<file path="config.mk">
export PLATFORM = sky130hd
export DESIGN_NAME = instruction_fetch
export DESIGN_NICKNAME = d
export VERILOG_FILES = /design/src/rtl/instruction_fetch.sv
export SDC_FILE = /design/constraint.sdc
export NUM_CORES = 1
export LEC_CHECK = 0
export CAP_MARGIN = 20
export CELL_PAD_IN_SITES_DETAIL_PLACEMENT = 1
export CELL_PAD_IN_SITES_GLOBAL_PLACEMENT = 2
export CORE_MARGIN = 1
export CORE_UTILIZATION = 26
export CTS_BUF_LIST = sky130_fd_sc_hd__clkbuf_8
export CTS_CLUSTER_DIAMETER = 120
export DETAILED_ROUTE_END_ITERATION = 6
export PLACE_DENSITY_LB_ADDON = 0.1
export RECOVER_POWER = 25
export SLEW_MARGIN = 10
export SYNTH_ARGS = -nofsm -noshare
export SYNTH_HDL_FRONTEND = slang
export SYNTH_SLANG_ARGS = --single-unit
</file>
<file path="constraint.sdc">
create_clock -name clock -period 3.8 [get_ports clock]
set_clock_uncertainty 0.15 [all_clocks]
set_input_delay 0.38 -clock clock [delete_from_list [all_inputs] [get_ports clock]]
set_output_delay 0.38 -clock clock [all_outputs]
set_load 0.01 [all_outputs]
</file>
<file path="src/rtl/instruction_fetch.sv">
// Instruction fetch stage: owns the PC, reads instruction memory over a req/ack
// handshake, and steers the next PC from branch/jump information from decode/execute.
module instruction_fetch #(
  parameter logic [31:0] RESET_PC       = 32'h0000_0000,
  parameter int          TIMEOUT_CYCLES = 16
) (
  input  logic        clock,
  input  logic        reset,
  input  logic        stall,
  input  logic        branch,
  input  logic        zero,
  input  logic        jal,
  input  logic        jalr,
  input  logic [31:0] imm,
  input  logic [31:0] rs1_data,
  output logic        imem_req,
  output logic [31:0] imem_addr,
  input  logic        imem_ack,
  input  logic [31:0] imem_rdata,
  output logic [31:0] inst,
  output logic [6:0]  opcode,
  output logic [31:0] pc,
  output logic [31:0] pc_plus4,
  output logic        inst_valid,
  output logic        fetch_err
);

  // Memory handshake: imem_req is held high with a stable imem_addr for the
  // whole FETCH state. A transfer completes on any rising edge where both
  // imem_req and imem_ack are 1. imem_ack is ignored whenever imem_req is 0.

  localparam logic [31:0] NOP_INST      = 32'h0000_0013;
  localparam logic [7:0]  TIMEOUT_LIMIT = 8'(TIMEOUT_CYCLES);

  typedef enum logic [1:0] {
    IDLE  = 2'd0,
    FETCH = 2'd1,
    VALID = 2'd2,
    ERROR = 2'd3
  } state_t;

  state_t      state;
  state_t      state_next;
  logic [7:0]  timeout_cnt;
  logic [7:0]  timeout_cnt_next;
  logic [31:0] next_pc;
  logic        next_pc_misaligned;
  logic        load_inst;
  logic        load_pc;

  // Next-PC selection; jalr has highest priority, then jal, then a taken branch.
  always_comb begin
    next_pc = pc + 32'd4;
    if (jalr) begin
      next_pc = (rs1_data + imm) & ~32'h0000_0001;
    end else if (jal) begin
      next_pc = pc + imm;
    end else if (branch && zero) begin
      next_pc = pc + imm;
    end
  end

  assign next_pc_misaligned = |next_pc[1:0];

  always_comb begin
    state_next       = state;
    timeout_cnt_next = timeout_cnt;
    load_inst        = 1'b0;
    load_pc          = 1'b0;
    case (state)
      IDLE: begin
        state_next       = FETCH;
        timeout_cnt_next = 8'd0;
      end
      FETCH: begin
        if (imem_ack) begin
          load_inst        = 1'b1;
          timeout_cnt_next = 8'd0;
          state_next       = VALID;
        end else begin
          timeout_cnt_next = timeout_cnt + 8'd1;
          if (timeout_cnt + 8'd1 == TIMEOUT_LIMIT) begin
            state_next = ERROR;
          end
        end
      end
      VALID: begin
        // A misaligned target leaves pc pointing at the offending instruction.
        if (!stall) begin
          if (next_pc_misaligned) begin
            state_next = ERROR;
          end else begin
            load_pc    = 1'b1;
            state_next = FETCH;
          end
        end
      end
      ERROR: begin
        state_next = ERROR;
      end
      default: begin
        state_next = IDLE;
      end
    endcase
  end

  always_ff @(posedge clock) begin
    if (reset) begin
      state       <= IDLE;
      timeout_cnt <= 8'd0;
      pc          <= RESET_PC;
      inst        <= NOP_INST;
    end else begin
      state       <= state_next;
      timeout_cnt <= timeout_cnt_next;
      if (load_pc) begin
        pc <= next_pc;
      end
      if (load_inst) begin
        inst <= imem_rdata;
      end
    end
  end

  assign imem_req   = (state == FETCH);
  assign imem_addr  = pc;
  assign opcode     = inst[6:0];
  assign pc_plus4   = pc + 32'd4;
  assign inst_valid = (state == VALID);
  assign fetch_err  = (state == ERROR);

endmodule
</file>
==> results.ini <==
[cells_and_area]
syn_to_final_growth_pct=41.4
utilization_pct=37.4
multi_input_area_um2=5300
drive_gt1_share_pct=8.01
fin_nets=1387
fillers=3411
register_area_um2=1480

[detailed_routing]
drc=0
drt_iter0_markers=328
vias_per_cell=4.98
drt.antenna.violating_nets=0
drt_first_pass_iters=4
routed_wl_um=29300
wl_per_cell_um=18.3
vias=7977

[sta]
min_period_ns=3.60
rsz0062_at_grt=no
drv_slew=34
finalCritPeriodShare_pct=94.6
worst_slack_ns=0.204
fmax_mhz=278
slew_headroom_pct=-1.32
finalSetupViolCount=0
finalHoldViolations=0
tightest_slew_ns=1.52

[cts]
root_buffer=clkbuf_8
postCtsSetupBuffers=0
htreeDepth=3
cts_tree=done
clock_latency_ns=0.38
cts_inserted_buffers=9
cts_sinks=74
clk_pin_slew_ns=0.09
clock_path_buffers=2

[logic_synthesis]
synthDistinctLibCells=79
synth-seq-cells=74
synth_top_area_cell=dfxtp_1
synthesis.nets=1165
avgSynthCellArea_um2=7.37
ys_seq_area_share_pct=20.2
yosys-top-cells-area=dfxtp_1 (20%), ha_1 (11%), a21oi_1 (7.7%), nand2_1 (6.9%), xnor2_1 (5.4%)
yosysWarnings=0
postSynthCellCount=996
synthFlopType=dfxtp_1
synth_edf_count=0
synthArstFlopShare_pct=0
syn-cell-area_um2=7340
synth_top_cell_area_share_pct=20.2

[global_route]
overflow=0
grt_pass1_vias=8080
grt_usage_pct=20.3
grt_max_degree=53
grt_pass1_wl_um=45700
antenna_found_initial=0

[die]
die-area_um2=28900
row_count=61
core_um2=27800
fp.dieH_um=170
die_w_um=170
start_util_pct=26.4
num_io_pins=242

[run]
cap_viol_max_count=1

[power]
p_per_area_nw_per_um2=232
ir_drop_mv=0.107
leakagePower_nw=4.19

[setup_path]
r2r_slack_ns=0.60
cp.arrival_ns=3.07
end_kind=output port
start_kind=flop
criticalPathCategory=flop to output port
worstReg2RegStart=imem_addr[0]
reg2reg_depth=10
reg2reg_to=imem_addr[29]
cp_max_fo=7
crit_required_ns=3.27

[placed_design]
place_ws_ns=-0.0535
port_buffers=241
dp_hpwl_um=23400
gp_congestion=0.825

[min_path]
worstHoldStart=inst[16]
hold_path.class=flop to flop
hold_depth=2
min_to=inst[16]

[run_status]
run_status=finished, violations left
violations=capacitance limit, slew limit

kinds of logic after synthesis:
kind of cell             share of synthesized area [%]
XOR/XNOR                                          9.78
flip-flops                                        20.2
buffers and inverters                             7.94
AO/OA/AOI/OAI                                     27.3
multiplexers                                     0.852
AND/OR/NAND/NOR                                   22.7
adder cells (fa/ha/maj)                           11.3
where the power goes:
group | switching (mW) | total, mW | internal (mW)
combinational | 0.482 | 0.896 | 0.414
sequential | 0.0265 | 0.828 | 0.802
clock | 0.357 | 0.684 | 0.327
critical path, stage by stage (launching register included):
cell             delay, ns
dfxtp_1               0.48
and4_1                0.33
nand4_1               0.19
or2_1                 0.37
nor2_1                0.28
and3_1                0.29
xor2_1                0.16
clkdlybuf4s50_1       0.57
state kept, by name, indices dropped and copies added, names as in the netlist:
register	count
imem_addr	32
inst	32
state	2
timeout_cnt	8
cell type report:
cell class	instances	share of cell area [%]
well taps	378	4.55
inverters	26	0.940
repair buffers	298	27.2
clock buffers	10	1.33
multi-input cells	809	51.0
flip-flops and latches	74	14.3
diodes	1	0.0241
clock inverters	6	0.687
synth_stat cells (4+ instances only):
cell type and number:
a31oi_1 9, o22ai_1 4, xor2_1 37, nor2b_1 10
clkbuf_1 41, nand3_1 25, o21a_1 4, o21ai_0 30
and3_1 13, buf_2 4, or3_1 12, a21oi_1 113
ha_1 63, inv_1 24, xnor2_1 45, o21bai_1 7
and4_1 8, o211ai_1 11, nor2_1 78, a211o_1 5
a221oi_1 5, nand4_1 20, nand2_1 134, buf_4 41
nor3_1 15, nand2b_1 12, dfxtp_1 74, mux2i_1 4
o21ai_1 12, and2_1 5, a211oi_1 28, a21o_1 24
o31ai_1 8, nand3b_1 7
per-layer routing:
metal	global-route usage, %	vias up	part of all wire (%)
li1	-	4011	-
met5	0	-	0
met1	28.3	3758	49
met2	32.8	183	45
met4	5.37	0	1.5
met3	2.14	25	4.1
cells in the final DEF (no fill, tap or decap), types with 30 or more instances in the layout:
cell             instances
nand2_1                134
a21oi_1                112
clkdlybuf4s50_1        202
xnor2_1                 44
dlygate4sd3_1           37
o21ai_0                 30
ha_1                    63
dfxtp_1                 74
buf_4                   56
xor2_1                  37
nor2_1                  78
metrics by stage:
stage	setup TNS [ns]	total power, mW	cell area, um2	hold slack (ns)	cells
after floorplan	0	1.35	7340	0.309	996
after global placement	-0.0710	1.75	10200	0.292	1585
after detailed placement	-0.0758	1.75	10200	0.297	1585
after CTS	0	2.45	10400	0.311	1601
after global routing	0	2.55	10400	0.324	1601
final	0	2.41	10400	0.304	1602
repair_timing:
item / CTS / global route
setup endpoints to repair: 0 / 1
endpoints found under the hold margin: 0 / 0
hold buffers: 0 / 0
resized for setup: 0 / 1
how the worst max path moves through the flow:
stage	depth (start not counted)	end	start	slack, ns
after global routing	7	pc_plus4[31]	imem_addr[5]	0.008
after global placement	12	imem_addr[24]	imm[1]	-0.04
final	7	pc_plus4[31]	imem_addr[5]	0.20
after CTS	9	pc_plus4[26]	imem_addr[3]	0.11
after floorplan	11	imem_addr[11]	imem_addr[0]	0.81
after detailed placement	12	imem_addr[24]	imm[1]	-0.05
Power figures use the tool's default switching activity.
